===== src/rtl/qspi_pkg.sv =====
// Shared state encoding, phase sizes and byte-select helper for the QSPI
// command/address/dummy sequencer.
package qspi_pkg;

  typedef enum logic [2:0] {
    IDLE,
    SETUP,
    CMD,
    ADDR,
    DUMMY,
    HOLD
  } qspi_seq_state_t;

  localparam int QSPI_CMD_BITS   = 8;
  localparam int QSPI_ADDR_BYTES = 3;

  // Byte index 0 is the opcode slot; 1..3 walk the address MSB first.
  function automatic logic [7:0] qspi_addr_byte(input logic [23:0] addr,
                                                input logic [1:0]  idx);
    logic [7:0] b;
    case (idx)
      2'd1:    b = addr[23:16];
      2'd2:    b = addr[15:8];
      2'd3:    b = addr[7:0];
      default: b = 8'h00;
    endcase
    return b;
  endfunction

endpackage


===== src/rtl/qspi_sclk_div.sv =====
// SCLK half-period timer: counts clk_div+1 cycles and flags the cycle in
// which the sequencer should toggle SCLK.
module qspi_sclk_div #(
  parameter int DIV_W = 8
) (
  input  logic             clk,
  input  logic             rst_n,
  input  logic             en_i,
  input  logic             clr_i,
  input  logic [DIV_W-1:0] div_i,
  output logic             edge_tick_o
);

  logic [DIV_W-1:0] cnt_q;
  logic [DIV_W-1:0] cnt_d;
  logic             hit;

  assign hit         = (cnt_q == div_i);
  assign edge_tick_o = en_i && !clr_i && hit;

  always_comb begin
    cnt_d = cnt_q + DIV_W'(1);
    if (!en_i || clr_i || hit) cnt_d = '0;
  end

  always_ff @(posedge clk) begin
    if (!rst_n) cnt_q <= '0;
    else        cnt_q <= cnt_d;
  end

endmodule


===== src/rtl/qspi_xfer_seq.sv =====
// Single-IO QSPI sequencer for the instruction, address and dummy phases:
// drives cs_n/sclk (mode 0) and the load/shift strobes of the command shifter.
module qspi_xfer_seq
  import qspi_pkg::*;
#(
  parameter int DIV_W = 8
) (
  input  logic             clk,
  input  logic             rst_n,
  input  logic             start,
  input  logic             abort,
  input  logic [7:0]       cmd,
  input  logic [23:0]      addr,
  input  logic             addr_en,
  input  logic [4:0]       dummy_cycles,
  input  logic [DIV_W-1:0] clk_div,
  output logic             busy,
  output logic             done,
  output logic             cs_n,
  output logic             sclk,
  output logic [7:0]       sr_data,
  output logic             sr_load,
  output logic             sr_shift_en
);

  qspi_seq_state_t  state_q;
  logic [23:0]      addr_q;
  logic             addr_en_q;
  logic [4:0]       dummy_q;
  logic [DIV_W-1:0] div_q;
  logic [2:0]       bit_q;
  logic [1:0]       byte_q;
  logic [4:0]       dmy_q;
  logic             busy_q, done_q, cs_n_q, sclk_q;
  logic [7:0]       sr_data_q;
  logic             sr_load_q, sr_shift_q;

  logic             tick;
  logic             last_byte;
  logic             last_bit;

  qspi_sclk_div #(.DIV_W(DIV_W)) u_div (
    .clk         (clk),
    .rst_n       (rst_n),
    .en_i        (state_q != IDLE),
    .clr_i       (abort),
    .div_i       (div_q),
    .edge_tick_o (tick)
  );

  assign last_bit  = (bit_q == 3'(QSPI_CMD_BITS - 1));
  assign last_byte = (byte_q == 2'(QSPI_ADDR_BYTES)) || ((byte_q == 2'd0) && !addr_en_q);

  always_ff @(posedge clk) begin
    if (!rst_n) begin
      state_q    <= IDLE;
      addr_q     <= '0;
      addr_en_q  <= 1'b0;
      dummy_q    <= '0;
      div_q      <= '0;
      bit_q      <= '0;
      byte_q     <= '0;
      dmy_q      <= '0;
      busy_q     <= 1'b0;
      done_q     <= 1'b0;
      cs_n_q     <= 1'b1;
      sclk_q     <= 1'b0;
      sr_data_q  <= '0;
      sr_load_q  <= 1'b0;
      sr_shift_q <= 1'b0;
    end else begin
      done_q     <= 1'b0;
      sr_load_q  <= 1'b0;
      sr_shift_q <= 1'b0;
      if (state_q == IDLE) begin
        if (start) begin
          addr_q    <= addr;
          addr_en_q <= addr_en;
          dummy_q   <= dummy_cycles;
          div_q     <= clk_div;
          bit_q     <= '0;
          byte_q    <= '0;
          dmy_q     <= '0;
          busy_q    <= 1'b1;
          cs_n_q    <= 1'b0;
          sr_data_q <= cmd;
          sr_load_q <= 1'b1;
          state_q   <= SETUP;
        end
      end else if (abort) begin
        busy_q  <= 1'b0;
        cs_n_q  <= 1'b1;
        sclk_q  <= 1'b0;
        state_q <= IDLE;
      end else if (tick) begin
        case (state_q)
          SETUP: begin
            sclk_q  <= 1'b1;
            state_q <= CMD;
          end
          CMD, ADDR: begin
            if (!sclk_q) begin
              sclk_q <= 1'b1;
            end else begin
              // Falling edge: pick the strobe that prepares the next bit.
              sclk_q <= 1'b0;
              bit_q  <= bit_q + 3'd1;
              if (!last_bit) begin
                sr_shift_q <= 1'b1;
              end else if (!last_byte) begin
                sr_load_q <= 1'b1;
                sr_data_q <= qspi_addr_byte(addr_q, byte_q + 2'd1);
                byte_q    <= byte_q + 2'd1;
                state_q   <= ADDR;
              end else if (dummy_q != 5'd0) begin
                sr_shift_q <= 1'b1;
                state_q    <= DUMMY;
              end else begin
                state_q <= HOLD;
              end
            end
          end
          DUMMY: begin
            if (!sclk_q) begin
              sclk_q <= 1'b1;
            end else begin
              sclk_q <= 1'b0;
              if (dmy_q == dummy_q - 5'd1) state_q <= HOLD;
              else                         dmy_q   <= dmy_q + 5'd1;
            end
          end
          HOLD: begin
            cs_n_q  <= 1'b1;
            busy_q  <= 1'b0;
            done_q  <= 1'b1;
            state_q <= IDLE;
          end
          default: state_q <= IDLE;
        endcase
      end
    end
  end

  assign busy        = busy_q;
  assign done        = done_q;
  assign cs_n        = cs_n_q;
  assign sclk        = sclk_q;
  assign sr_data     = sr_data_q;
  assign sr_load     = sr_load_q;
  assign sr_shift_en = sr_shift_q;

endmodule


===== config.mk =====
export PLATFORM = sky130hd
export DESIGN_NAME = qspi_xfer_seq
export DESIGN_NICKNAME = d
export VERILOG_FILES = /design/src/rtl/qspi_pkg.sv /design/src/rtl/qspi_sclk_div.sv /design/src/rtl/qspi_xfer_seq.sv
export SDC_FILE = /design/constraint.sdc
export NUM_CORES = 1
export LEC_CHECK = 0
export CORE_MARGIN = 8
export CORE_UTILIZATION = 55
export CTS_BUF_LIST = sky130_fd_sc_hd__clkbuf_4
export CTS_CLUSTER_DIAMETER = 150
export DETAILED_ROUTE_END_ITERATION = 12
export PLACE_DENSITY_LB_ADDON = 0.3
export RECOVER_POWER = 100
export SYNTH_ARGS = -nofsm -noshare
export SYNTH_HDL_FRONTEND = slang
export SYNTH_SLANG_ARGS = --single-unit

===== constraint.sdc =====
create_clock -name clk -period 3.15 [get_ports clk]
set_input_delay 0.7875 -clock clk [delete_from_list [all_inputs] [get_ports clk]]
set_output_delay 0.7875 -clock clk [all_outputs]
set_load 0.02 [all_outputs]

==> summary.md <==
| Metric | Value |
|---|---|
| Asr flop ratio synth | `0` |
| Via Count | `approximately 3000` |
| First-pass GRT wire length | `13700 um` |
| Worst hold slack | `about 0.48 ns` |
| Post-synth EDFFs | `0` |
| Leakage | `approximately 0.0016 uW` |
| Clock Sinks | `73` |
| GR Overflow Total | `0` |
| Initial antenna violation count | `0` |
| CP Data Required Time | `between 3 and 4 ns` |
| Crit-path cells | `dlygate4sd3_1, nor2b_1, mux2_2, nand2_1, o41a_2, or3b_1, a21boi_0` |
| Site row count | `29` |
| Max Cap Viol | `0` |
| Bufs on Longest Clock Path | `2` |
| Warning count from the yosys run | `0` |
| Synthesized cell area | `between 3000 and 4000 sq um` |
| Number of global-route vias before repair | `2959` |
| Fill cell count | `between 500 and 600` |
| Skew-Pair Late Insertion Delay | `around 0.42 ns` |
| Pwr dens | `between 600 and 700 nW/um^2` |
| Clock period minus worst slack | `2.51 ns` |
| DP Wirelength | `between 5000 and 6000 um` |
| Pin count of the biggest net entering global routing | `71` |
| Max Clock Freq | `0.399 GHz` |
| Status | `finished, final reports clean` |
| Most common cell after layout, fill and taps aside | `nand2_1` |
| Avg Cell Area, Syn | `approximately 8.2 sq um` |
| Yosys top cell by area | `dfxtp_1` |
| Synth Register Bits | `73` |
| Port bufs | `63` |
| Critical Path Max Stage Delay | `0.57 ns` |
| Final worst-path cycle share | `0.796` |
| Die Footprint | `between 9000 and 10000 sq um` |
| Final hold vios | `0` |
| DR vias/cell | `~5.5` |
| Worst setup EP type | `register` |
| Most frequent cells in the layout | `nand2_1, dfxtp_1, clkdlybuf4s50_1` |
| Final Slew Violations | `0` |
| Hold WC Path Type | `reg -> reg` |
| CTS tree | `built` |
| Total negative slack | `0 ns` |
| Crit-path max FO | `10` |
| RSZ-0062 raised after global routing | `no` |
| Ant diodes | `0` |
| Setup Buffers After CTS | `0` |
| Num CTS Buffers | `9` |
| DRC viols | `0` |
| Layout Skew | `about 0.019 ns` |
| Htree depth | `3` |
| Final wirelength | `~8100 um` |
| Mapped Cells | `about 420` |
| Ports | `64` |
| Critical path type | `in -> reg` |
| Distinct cells, synth | `48` |
| Critical-path cell with the highest stage delay | `o41a_2` |
| Final RePlAce weighted congestion | `0.852` |
| Post-route ant nets | `0` |
| Initial drt markers | `213` |
| CORE AREA | `between 6000 and 7000 sq um` |
| Reg2Reg Depth | `6` |
| VDD IR max | `~480 uV` |
| Total power | `approximately 2600 uW` |
| Detailed Routing Iterations Pass 1 | `6` |
| Layout cells sized above 1 | `0.0586` |
| Main synth FF type | `dfxtp_1` |
| Die Y | `about 95 um` |
| Reg clk slew, reported paths | `0.13 ns` |
| Final setup viols | `0` |
| Hold buffer count at CTS | `0` |
| Slew Limit Headroom | `0.534` |
| Drt wl/cell | `between 10 and 15 um` |
| Post_cts resized | `0` |
| Tot GR Track Use | `0.188` |
| Critical Path Source Type | `primary input` |
| Post-Syn Nets | `482` |
| Worst Max-Slew Pin Slew | `roughly 0.70 ns` |
| Root buffer cell | `clkbuf_4` |
| Hold Path Depth | `2` |
| Starting Density | `0.558` |
| Dominant cells by area after synthesis | `dfxtp_1, nand2_1, a21boi_0` |
| Sequential-to-total area share from yosys stat | `0.422` |
| Die W | `95.3 um` |
| CP Data Arrival Time | `about 2.9 ns` |
| Yosys top cell area share | `0.422` |
| Nets@finish | `approximately 530` |
| Synthesis-to-finish area growth | `23.9%` |
[kinds of logic after synthesis]
kind of cell	after synthesis	synth area share
AOI/OAI and AO/OA	103	0.213
muxes	2	0.00615
xor gates and xnor gates	21	0.0571
adders and majority gates	10	0.0362
and+or+nand+nor	174	0.221
buffers and inverters	39	0.0445
DFF	73	0.422
[state kept, by name, indices dropped and copies added, names as in the netlist]
| name | flops |
|---|---|
| addr_q | 24 |
| sr_load | 1 |
| dmy_q | 5 |
| byte_q | 2 |
| u_div.cnt_q | 8 |
| bit_q | 3 |
| dummy_q | 5 |
| done | 1 |
| sr_shift_en | 1 |
| div_q | 8 |
| cs_n | 1 |
| state_q | 3 |
| sclk | 1 |
| addr_en_q | 1 |
| busy | 1 |
| sr_data | 8 |
[synthesized netlist by cell type, drive strengths merged, types with 2 or more instances]
cell type / count
nand2: 106
dfxtp: 73
a21boi: 41
o21ai: 30
clkbuf: 24
nor2: 19
nand3: 18
xnor2: 13
ha: 10
inv: 10
a222oi: 8
xor2: 7
nor2b: 6
a21oi: 5
buf: 5
nor3: 5
or3: 5
a22oi: 3
a32o: 3
and3: 3
nand4: 3
a311oi: 2
o31ai: 2
or2: 2
[path summary, 6_finish.rpt]
| path | from | slack [ns] | end |
|---|---|---|---|
| worst min register to register | addr_q[19] | 0.48 | addr_q[19] |
| worst min-delay path | addr_q[19] | 0.48 | addr_q[19] |
| worst max-delay path | abort | 0.64 | dmy_q[1] |
| worst max register to register | u_div.cnt_q[0] | 0.68 | dmy_q[1] |
[metrics by stage]
stage / util / cell area, sq um / worst slack, ns / cells
2_1_floorplan: - / 3460 / 0.986 / 422
3_3_place_gp: 0.666 / 4130 / 0.475 / 539
3_5_place_dp: 0.666 / 4130 / 0.421 / 539
4_1_cts: 0.693 / 4300 / 0.780 / 555
5_1_grt: 0.691 / 4290 / 0.439 / 555
6_report: 0.691 / 4290 / 0.642 / 555
[critical path: cells and delay by family]
family	cells	cell delay, ns
buf+inv	1	0.55
compound gates	2	0.76
simple gates	3	0.59
mux	1	0.17
[cell type report]
cell class	count	area, sq um	area share
Clock buffer	9	67.6	0.0158
Inverter	10	37.5	0.00876
Tap cell	77	96.3	0.0225
Multi-Input combinational cell	310	1840	0.429
Clock inverter	7	103	0.0239
Timing Repair Buffer	69	679	0.159
Sequential cell	73	1460	0.341
[report_power, final]
group          internal, uW  switching [uW]
logic                   334             482
clock network           331             362
registers              1040            90.7
total                  1700             935
[routing by layer]
| metal | up-vias | share of wire | global-route usage |
|---|---|---|---|
| met4 | 0 | 0.019 | 0.0806 |
| met5 | - | 0 | 0 |
| met2 | 112 | 0.46 | 0.296 |
| li1 | 1554 | - | - |
| met3 | 15 | 0.069 | 0.0354 |
| met1 | 1387 | 0.45 | 0.245 |
Note: power is estimated with default switching activity, not from simulation.
